### src/rtl/clk_en_gen.sv
// clk_en_gen: one-cycle tick every DIV clocks from an N-bit wrap counter; clk/rst_n in, tick out
module clk_en_gen #(
  parameter int DIV = 2,
  parameter int N   = 1
) (
  input  logic clk,
  input  logic rst_n,
  output logic tick
);
  logic [N-1:0] cnt;
  assign tick = cnt == N'(DIV - 1);
  always_ff @(posedge clk or negedge rst_n)
    if (!rst_n) cnt <= '0;
    else cnt <= tick ? '0 : cnt + 1'b1;
endmodule

### src/rtl/fifo_top.sv
// fifo_top: strobe-paced FIFO; in clk_i, rst_i(async low), dat_i, push0(write), push1(read); out dat_o, empty, full
module fifo_top #(
  parameter int DW          = 4,
  parameter int AW          = 2,
  parameter int CLKIN       = 50,
  parameter int wclk_CLKOUT = 25,
  parameter int rclk_CLKOUT = 10,
  parameter int w_n         = 18,
  parameter int r_n         = 17
) (
  input  logic          clk_i,
  input  logic          rst_i,
  input  logic [DW-1:0] dat_i,
  input  logic          push0,
  input  logic          push1,
  output logic [DW-1:0] dat_o,
  output logic          empty,
  output logic          full
);
  localparam int WDIV = CLKIN / wclk_CLKOUT;
  localparam int RDIV = CLKIN / rclk_CLKOUT;
  logic          wr_tick, rd_tick, wr_en, rd_en;
  logic [AW:0]   wptr, rptr;
  logic [DW-1:0] mem [2**AW];
  clk_en_gen #(.DIV(WDIV), .N(w_n)) u_wr_en (.clk(clk_i), .rst_n(rst_i), .tick(wr_tick));
  clk_en_gen #(.DIV(RDIV), .N(r_n)) u_rd_en (.clk(clk_i), .rst_n(rst_i), .tick(rd_tick));
  assign empty = wptr == rptr;
  assign full  = (wptr[AW] != rptr[AW]) && (wptr[AW-1:0] == rptr[AW-1:0]);
  assign wr_en = wr_tick & push0 & ~full;
  assign rd_en = rd_tick & push1 & ~empty;
  always_ff @(posedge clk_i)
    if (wr_en) mem[wptr[AW-1:0]] <= dat_i;
  always_ff @(posedge clk_i or negedge rst_i)
    if (!rst_i) begin
      wptr  <= '0;
      rptr  <= '0;
      dat_o <= '0;
    end else begin
      if (wr_en) wptr <= wptr + 1'b1;
      if (rd_en) begin
        rptr  <= rptr + 1'b1;
        dat_o <= mem[rptr[AW-1:0]];
      end
    end
endmodule

### config.mk
export PLATFORM = sky130hd
export DESIGN_NAME = fifo_top
export DESIGN_NICKNAME = d
export VERILOG_FILES = /design/src/rtl/clk_en_gen.sv /design/src/rtl/fifo_top.sv
export SDC_FILE = /design/constraint.sdc
export NUM_CORES = 1
export LEC_CHECK = 0
export CORE_MARGIN = 3
export CORE_UTILIZATION = 50
export DETAILED_ROUTE_END_ITERATION = 6
export PLACE_DENSITY = 0.68
export SETUP_SLACK_MARGIN = 0.4
export SLEW_MARGIN = 5
export SYNTH_ARGS = -nofsm -noshare
export SYNTH_HDL_FRONTEND = slang
export SYNTH_HIERARCHICAL = 1
export SYNTH_SLANG_ARGS = --single-unit
### constraint.sdc
create_clock -name clk_i -period 3.5 [get_ports clk_i]
set_clock_uncertainty 0.15 [all_clocks]
set_input_delay 0.35 -clock clk_i [delete_from_list [all_inputs] [get_ports clk_i]]
set_output_delay 0.35 -clock clk_i [all_outputs]
set_load 0.03 [all_outputs]
# Word-level counts from Yosys, hierarchy flattened
# Memories as Yosys holds them, arrays and structs flattened. A register that Yosys moved wholly into a read port is not among the register bits.
# Cells that the tools add are included.
# op_classes
add_sub_neg	4
n_eq_ne	5
muxes	4
bitwise_logic	6
n_reduce_logical	2
# ops
cell	n
18-bit by 1-bit adder with 18-bit output (second input constant)	1
18-bit by 1-bit == test with 1-bit output (second input constant)	1
18-bit 2-to-1 mux	1
17-bit by 1-bit adder with 17-bit output (second input constant)	1
17-bit by 3-bit == test with 1-bit output (second input constant)	1
17-bit 2-to-1 mux	1
3-bit by 1-bit adder with 3-bit output (second input constant)	2
1-bit AND	4
3-bit == test	1
2-bit == test	1
1-bit 2-to-1 mux	2
1-bit inverter	2
1-bit logical AND	1
1-bit zero test	1
1-bit inequality test	1
# totals
register_bits	41
mem_bits_rw	16
inputBits	8
output_inout_bits	6
wordCells	26
n_memories	1
# memory_table
memory	words	word_bits	read_ports	rd_clocked_by_memory_dff	wr	line_no	text
mem	4	4	1	1	1	fifo_top.sv:24	logic [DW-1:0] mem [2**AW];

# Depth between registers and ports, before layout
# Gate-level depths: netlist (run 1).
# logic_depth
ltp_word	6
mapped_depth	8

# Modules after synthesis
# The synthesis (run 1) kept the hierarchy.
# by_module_without_submodules
module	n_inst	cells_each	area_each_um2
fifo_top	1	66	1184.9
clk_en_gen (u_wr_en)	1	75	849.6
clk_en_gen (u_rd_en)	1	73	828.3

# Worst setup path before layout (run 1)
# Ideal clock, no wire load.
# synth_timing
path_kind	reg2reg
startpoint	register u_wr_en.cnt[1]
endpoint	memory mem[3][0] (enable)
setup_time_ns	0.360
t_arrival_ns	1.818
required_time_ns	2.990
path_slack_ns	1.173
stages_incl_launch_ff	8
path_buffers	0
synth_period_minus_slack_ns	2.327
path_cell_list	dfrtp_1 -> inv_1 -> ha_1 -> nor4b_1 -> nand4_1 -> nor4_1 -> nand2_1 -> a311oi_2
# synth_via
elab_chain_len	5
# synth_lines
element	line_no	text
start, declared	clk_en_gen.sv:10	logic [N-1:0] cnt;
start signal, assigned	clk_en_gen.sv:14	else cnt <= tick ? '0 : cnt + 1'b1;
18-bit by 1-bit == test with 1-bit output	clk_en_gen.sv:11	assign tick = cnt == N'(DIV - 1);
named net wr_tick	fifo_top.sv:22	logic wr_tick, rd_tick, wr_en, rd_en;
1-bit AND (2 in series)	fifo_top.sv:29	assign wr_en = wr_tick & push0 & ~full;
1-bit 2-to-1 mux	fifo_top.sv:32	if (wr_en) mem[wptr[AW-1:0]] <= dat_i;
1-bit 2-to-1 mux (not written as such)	fifo_top.sv:32	
end, declared	fifo_top.sv:24	
# The timed path passes the listed nets, and every way through them passes these cells.

# Worst setup path in the final report (run 1)
# layout_timing
startpoint	register rptr[0]
endpoint	output full
# layout_via
elab_chain_len	2
# layout_lines
element	line_no	text
start, declared	fifo_top.sv:23	logic [AW:0] wptr, rptr;
start signal, assigned	fifo_top.sv:41	rptr <= rptr + 1'b1;
2-bit == test	fifo_top.sv:28	assign full = (wptr[AW] != rptr[AW]) && (wptr[AW-1:0] == rptr[AW-1:0]);
1-bit logical AND	fifo_top.sv:28	
end, declared	fifo_top.sv:18	output logic full
# Every way passes these cells.

==> reports/metrics.cfg, run 1 <==
[synth]
postSynthAreaPerCell_um2 = 13.4
synth_cell_type_count = 35
synth-main-ff-cell = dfrtp_1
synthDominantCellAreaShare_pct = 39.3
synth_seq_cells = 61
post_synth_inst_count = 214
area_of_the_mapped_netlist_um2 = 2860
proportion_of_synthesized_chip_area_in_sequential_cells_pct = 56.1
ys_async_sr_fraction_pct = 73.8
yosys_warnings = 6
synth.top_cells.by_area = dfrtp_1, edfxtp_1, xor2_1
synth.largest_area_cell = dfrtp_1
edff_count_synth = 16
syn_nets = 231

[status]
run_status = finished, final reports clean

[final_layout]
finish.net_count = 252
layoutNonFillerInstCount = 310
drive_above_1_share_pct = 15.0
n_antenna_cell = 0
design_area_um2 = 3270
areaGrowthSynthToFinish_pct = 14.2
finalCoreUtilization_pct = 61.3

[power]
power_per_cell_area_nw_per_um2 = 658
design_power_total_mw = 2.15
ir_worst_vdd_v = 0.000600
power.leakage_nw = 1.45

[placement]
post-place-cells = 294
post-dp-hpwl_um = 3200
placed_cell_area_um2 = 3050
port_buffers = 13
placer_congestion_estimate = 0.743
post-place-ws_ns = 0.820

[floorplanning]
dieWidth_um = 81.7
initial_core_util_pct = 53.7
core_um2 = 5340
placementRows = 26
die-area_um2 = 6670
floorplan.die.height_um = 81.7
design.portCount = 14

[flow_run]
maxCapViolations = 0

[drt]
final_antenna_net_count = 0
initialDrtViolationCount = 117
viasPerCell = 5.22
drc = 0
via_count = 1617
routedWlPerCell_um = 14.9
first_pass_iters = 4
detail_route.wirelength_um = 4620

[timing]
worst_slew_pin_slew_ns = 0.992
final_hold_violation_count = 0
drv_slew = 0
final_critical_path_setup_slack_ns = 0.825
timing.final.crit_share_pct = 76.4
setup_tns_ns = 0
timing.hold.ws_ns = 0.0343
grt_setup_unrepaired = no
slew_headroom_pct = 33.9
final_period_minus_worst_setup_slack_ns = 2.67
fmax_mhz = 374
setup_viol = 0

[clock_tree]
cts.root.buffer_cell = clkbuf_8
clk_pin_slew_ns = 0.07
cts_buf_count = 9
cts_hold_buf = 0
tritoncts = built
cts.sink_count = 61
h-tree-depth = 3
clockBufferDepth = 2
clock_latency_ns = 0.33
postCtsSetupBuffers = 0
post_cts_resize_count = 0

[worst_setup_path]
cp.buffers_inverters = 1
critical_path_required_ns = 3.00
path_cells = xnor2_2, nand2_1, nor2_1, clkdlybuf4s50_1
timing.critical_path.slowest_stage_cell = clkdlybuf4s50_1
worstPathMaxFanout = 7
cp_slowest_stage_delay_ns = 0.69
cp_top_family = buffers and inverters
arrival_time_of_data_at_the_critical_path_endpoint_ns = 2.17
crit_type = flip-flop to primary output
setup.worst_path.start_class = flip-flop
cp-end-kind = primary output

[global_route]
antenna_violations_before_repair = 0
grt_pass1_wl_um = 8070
track_usage_pct = 16.6
first_global_vias = 1621
maximum_number_of_pins_on_one_net_before_global_route_repair = 46
grt_remaining_overflow = 0

[hold_path]
min-delay-path-class = input port to async pin

## cell type report
cell class | count | area [um2]
Clock buffer | 9 | 124
Sequential cell | 61 | 1610
Clock inverter | 7 | 90.1
Timing Repair Buffer | 13 | 125
Fill cell | 426 | 2070
Inverter | 11 | 41.3
Tap cell | 70 | 87.6
Multi-Input combinational cell | 139 | 1190
## state kept, by name, summed over array words and instances, names as in the netlist
name         count
rptr             3
mem             16
wptr             3
u_rd_en/cnt     17
dat_o            4
u_wr_en/cnt     18
## cell usage in the layout, fill, tap and decap left out, types with 3 or more instances in the layout
cell type        count
nand4_1              5
xor2_1              20
inv_1               11
dfrtp_1             45
clkdlybuf4s50_1     12
mux4_1               4
ha_1                 9
xnor2_1             17
edfxtp_1            16
nor4_1              12
nor2_1              15
nand2_1             12
mux2_4               5
nand3_1             11
clkbuf_8             9
and2_1               3
## report_power, final
| part | leakage (nW) | total [mW] | switching, mW | internal, mW |
|---|---|---|---|---|
| Combinational | 0.595 | 0.589 | 0.304 | 0.285 |
| Clock | 0.107 | 0.664 | 0.268 | 0.397 |
| Sequential | 0.744 | 0.899 | 0.0895 | 0.809 |
## per-layer routing
metal	track usage [%]	share of wire [%]
met5	0	0
met4	4.49	0.58
met3	7.35	4.1
met2	24.4	46
met1	22.4	49
## Yosys cell counts (2+ instances only)
cell / number
and2_1: 3
and3_1: 2
and4_1: 2
buf_2: 2
dfrtp_1: 45
edfxtp_1: 16
ha_1: 9
inv_1: 11
mux2_4: 5
mux4_1: 4
nand2_1: 12
nand3_1: 11
nand4_1: 5
nand4_4: 2
nor2_1: 15
nor3_1: 2
nor3_2: 2
nor4_1: 12
nor4b_1: 2
xnor2_1: 17
xnor2_2: 2
xor2_1: 20
## path summary, 6_finish.rpt
check / startpoint / end / slack (ns) / cells past startpoint
setup / recovery: rptr[0]$_DFFE_PN0P_ / full / 0.83 / 4
hold / removal: rst_i / u_rd_en/cnt[8]$_DFF_PN0_ / 0.03 / 1
setup reg to reg: u_wr_en/cnt[1]$_DFF_PN0_ / mem[2][1]$_DFFE_PP_ / 0.84 / 8
hold reg to reg: u_rd_en/cnt[16]$_DFF_PN0_ / u_rd_en/cnt[16]$_DFF_PN0_ / 0.32 / 1
max in group asynchronous: rst_i / dat_o[1]$_DFFE_PN0P_ / 2.55 / 1
min in group clk_i: u_rd_en/cnt[16]$_DFF_PN0_ / u_rd_en/cnt[16]$_DFF_PN0_ / 0.32 / 1
## kinds of logic after synthesis
| group | Yosys count | share of synthesized area, % |
|---|---|---|
| adder cells (fa/ha/maj) | 9 | 3.93 |
| flip-flops | 61 | 56.1 |
| buffers and inverters | 14 | 2.19 |
| XOR/XNOR | 39 | 12.5 |
| AND/OR/NAND/NOR | 77 | 16.6 |
| AO/OA/AOI/OAI | 4 | 2.01 |
| multiplexers | 10 | 6.69 |
## worst register-to-register path, cell delays in order, from the launching register on
cell and delay, ns:
dfrtp_1 0.39, inv_1 0.06, ha_1 0.12, nor4b_1 0.24, nand4_1 0.14, nor4_1 0.47
nand2_1 0.19, a31oi_2 0.32, and2_1 0.27
Note: power is estimated with default switching activity, not from simulation.
==> run 2, diff against run 1 <==
--- a/config.mk
+++ b/config.mk
@@ -8,7 +8,7 @@
 export CORE_MARGIN = 3
 export CORE_UTILIZATION = 50
 export DETAILED_ROUTE_END_ITERATION = 6
-export PLACE_DENSITY = 0.68
+export PLACE_DENSITY = 0.71
 export SETUP_SLACK_MARGIN = 0.4
 export SLEW_MARGIN = 5
 export SYNTH_ARGS = -nofsm -noshare
==> constraint.sdc (replaced) <==
create_clock -name clk_i -period 2.35 [get_ports clk_i]
set_clock_uncertainty 0.15 [all_clocks]
set_input_delay 0.235 -clock clk_i [delete_from_list [all_inputs] [get_ports clk_i]]
set_output_delay 0.235 -clock clk_i [all_outputs]
set_load 0.03 [all_outputs]
==> run 2 against run 1 <==
Via count increased by 8.0%. Power increased by 53%. Utilization increased by 4.7 points. Register-to-register slack got worse by 0.64 ns. First-iteration DRC count increased by 11%. Non-clock buffer count increased by 20. Sequential share of layout area decreased by 3.4 points. Die area unchanged. Global-route usage increased by 1.3 points. Worst setup slack got worse by 0.62 ns. Clock-buffer cell count unchanged. Wire length increased by 11%. Critical path type is now flip-flop to flip-flop. Highest routed layer unchanged.
==> reports/metrics.cfg, run 2 (synthesized netlist as in run 1, its figures left out) <==
[timing]
worst_slew_pin_slew_ns = 0.568  ; -0.425 ns
timing.final.crit_share_pct = 91.3
fmax_mhz = 466
final_period_minus_worst_setup_slack_ns = 2.15
grt_setup_unrepaired = yes
timing.hold.ws_ns = 0.334  ; +0.299 ns
slew_headroom_pct = 62.2  ; +28 points
setup_viol = 0  ; unchanged
setup_tns_ns = 0  ; unchanged
final_hold_violation_count = 0  ; unchanged
drv_slew = 0  ; unchanged

[clock_tree]
clk_pin_slew_ns = 0.07  ; about the same
tritoncts = built
cts.sink_count = 61  ; unchanged
clock_latency_ns = 0.34  ; about the same
cts_buf_count = 9  ; unchanged
cts.root.buffer_cell = clkbuf_8
h-tree-depth = 3  ; unchanged
clockBufferDepth = 2  ; unchanged

[worst_setup_path]
regToRegSetupSlack_ns = 0.20  ; -0.64 ns
crit_type = flip-flop to flip-flop
critical_path_required_ns = 2.26  ; -0.74 ns
crit_path_end = mem[2][3]$_DFFE_PP_
crit_start = u_wr_en/cnt[1]$_DFF_PN0_
cp_slowest_stage_delay_ns = 0.37  ; -0.32 ns
reg2reg_to = mem[2][3]$_DFFE_PP_
cp-end-kind = flip-flop
worstPathMaxFanout = 5  ; -2
path_cells = inv_1, ha_1, nor4b_4, nand4_1, nor4_4, nand2_2, a31oi_4, and2_4
arrival_time_of_data_at_the_critical_path_endpoint_ns = 2.05  ; -0.12 ns
setup.worst_path.start_class = flip-flop
reg2reg_from = u_wr_en/cnt[1]$_DFF_PN0_
timing.critical_path.slowest_stage_cell = dfrtp_1
ff2ff_path_depth = 8  ; unchanged

[final_layout]
regMostFlops = u_wr_en/cnt
finalCoreUtilization_pct = 66.0  ; +4.7 points
n_antenna_cell = 0  ; unchanged
finish.net_count = 272  ; +7.9%
most-common-layout-cells = dfrtp_1, xor2_1, buf_4, xnor2_1, edfxtp_1
register_area_um2 = 1610  ; +0.23%
multiInputGateArea_um2 = 1330  ; +12%
final_common_cell = dfrtp_1
drive_above_1_share_pct = 28.8  ; +14 points
fillerInstances = 409  ; -4.0%
largest_reg_flops = 18  ; unchanged
areaGrowthSynthToFinish_pct = 23.0

[global_route]
use_met1_pct = 23.4  ; +1.0 points
first_global_vias = 1800  ; +11%
grt_pass1_wl_um = 8660  ; +7.3%
antenna_violations_before_repair = 0  ; unchanged
track_usage_pct = 17.8  ; +1.3 points
maximum_number_of_pins_on_one_net_before_global_route_repair = 46  ; unchanged
routing_usage_on_met3_pct = 7.02  ; -0.33 points
grt_remaining_overflow = 0  ; unchanged
use_met2_pct = 27.2  ; +2.8 points
busiest_layer = met2

[hold_path]
min-delay-path-class = flip-flop to flip-flop

[drt]
drc = 0  ; unchanged
via_count = 1747  ; +8.0%
detail_route.wirelength_um = 5110  ; +11%
final_antenna_net_count = 0  ; unchanged
routedWlPerCell_um = 15.5  ; +4.0%
viasPerCell = 5.29  ; +1.5%
first_pass_iters = 4  ; unchanged
initialDrtViolationCount = 130  ; +11%

[status]
run_status = finished, final reports clean

[floorplanning]
dieWidth_um = 81.7  ; unchanged
die-area_um2 = 6670  ; unchanged
placementRows = 26  ; unchanged
floorplan.die.height_um = 81.7  ; unchanged
initial_core_util_pct = 53.7  ; unchanged
core_um2 = 5340  ; unchanged
design.portCount = 14  ; unchanged

[power]
power_per_cell_area_nw_per_um2 = 935  ; +42%
power.leakage_nw = 1.57  ; +8.5%
ir_worst_vdd_v = 0.000901  ; +50%

[placement]
placer_congestion_estimate = 0.755  ; +1.7%
post-dp-hpwl_um = 3380  ; +5.6%
port_buffers = 13  ; unchanged

[flow_run]
maxCapViolations = 0  ; unchanged

==> run 2: cell types whose count changed in the layout (fill, tap and decap cells not counted), sizes merged <==
| cell | previous run | this run |
|---|---|---|
| clkinvlp | 1 | 4 |
| clkbuf | 9 | 10 |
| bufinv | 2 | 0 |
| clkinv | 4 | 3 |
| dlygate4sd3 | 0 | 1 |
| clkdlybuf4s50 | 12 | 10 |
| buf | 1 | 21 |
==> run 2: cell type report <==
class | instances | share of cell area [%]
flip-flops and latches | 61 | 45.7
multi-input cells | 139 | 37.8
repair buffers | 33 | 8.07
clock buffers | 9 | 3.52
well taps | 70 | 2.49
clock inverters | 7 | 1.21
inverters | 11 | 1.17
==> run 2: critical path: cells and delay by family, from the launching register on <==
family	cells	cell delay [ns]
AND/OR/NAND/NOR	5	0.90
AO/OA/AOI/OAI	1	0.24
flip-flops	1	0.37
adder cells (fa/ha/maj)	1	0.14
buffers and inverters	1	0.06
==> run 2: worst min path at each step <==
stage                                end  cells after the start                       from
2_1_floorplan       dat_o[0]$_DFFE_PN0P_                      0                      rst_i
3_5_place_dp    u_wr_en/cnt[6]$_DFF_PN0_                      2                      rst_i
5_1_grt         u_wr_en/cnt[0]$_DFF_PN0_                      1   u_wr_en/cnt[0]$_DFF_PN0_
4_1_cts        u_rd_en/cnt[16]$_DFF_PN0_                      1  u_rd_en/cnt[16]$_DFF_PN0_
6_report        u_wr_en/cnt[0]$_DFF_PN0_                      1   u_wr_en/cnt[0]$_DFF_PN0_
3_3_place_gp    u_wr_en/cnt[6]$_DFF_PN0_                      2                      rst_i
==> run 2: per-layer routing <==
metal / vias to the layer above / part of all wire [%] / wire length (um)
met1: 872 / 45 / 2310
met4: 0 / 1.7 / 86
met3: 7 / 3.6 / 183
li1: 843 / - / -
met5: - / 0 / 0
met2: 25 / 49 / 2530
==> run 2: power by group <==
| part | leakage [nW] | switching, mW | internal (mW) |
|---|---|---|---|
| Sequential | 0.740 | 0.143 | 1.21 |
| Clock | 0.0723 | 0.414 | 0.372 |
| Combinational | 0.755 | 0.581 | 0.575 |
| Total | 1.57 | 1.14 | 2.16 |
==> run 2: what timing repair did <==
action                                 in CTS  in global routing
pin swaps                                   5                  3
buffers inserted                            5                  4
hold buffers                                1                  0
endpoints found under the hold margin      45                  0
gates resized for setup                    10                 16
setup endpoints to repair                  26                 27
==> run 2: stage by stage <==
step	instance area, um2	total power [mW]	worst slack, ns	instances
after detailed placement	3180	2.38	0.0182	304
after floorplan	2920	2.06	0.221	214
after global routing	3520	3.48	0.109	330
after CTS	3440	3.22	0.187	326
after global placement	3180	2.36	0.119	304
final	3520	3.29	0.204	330
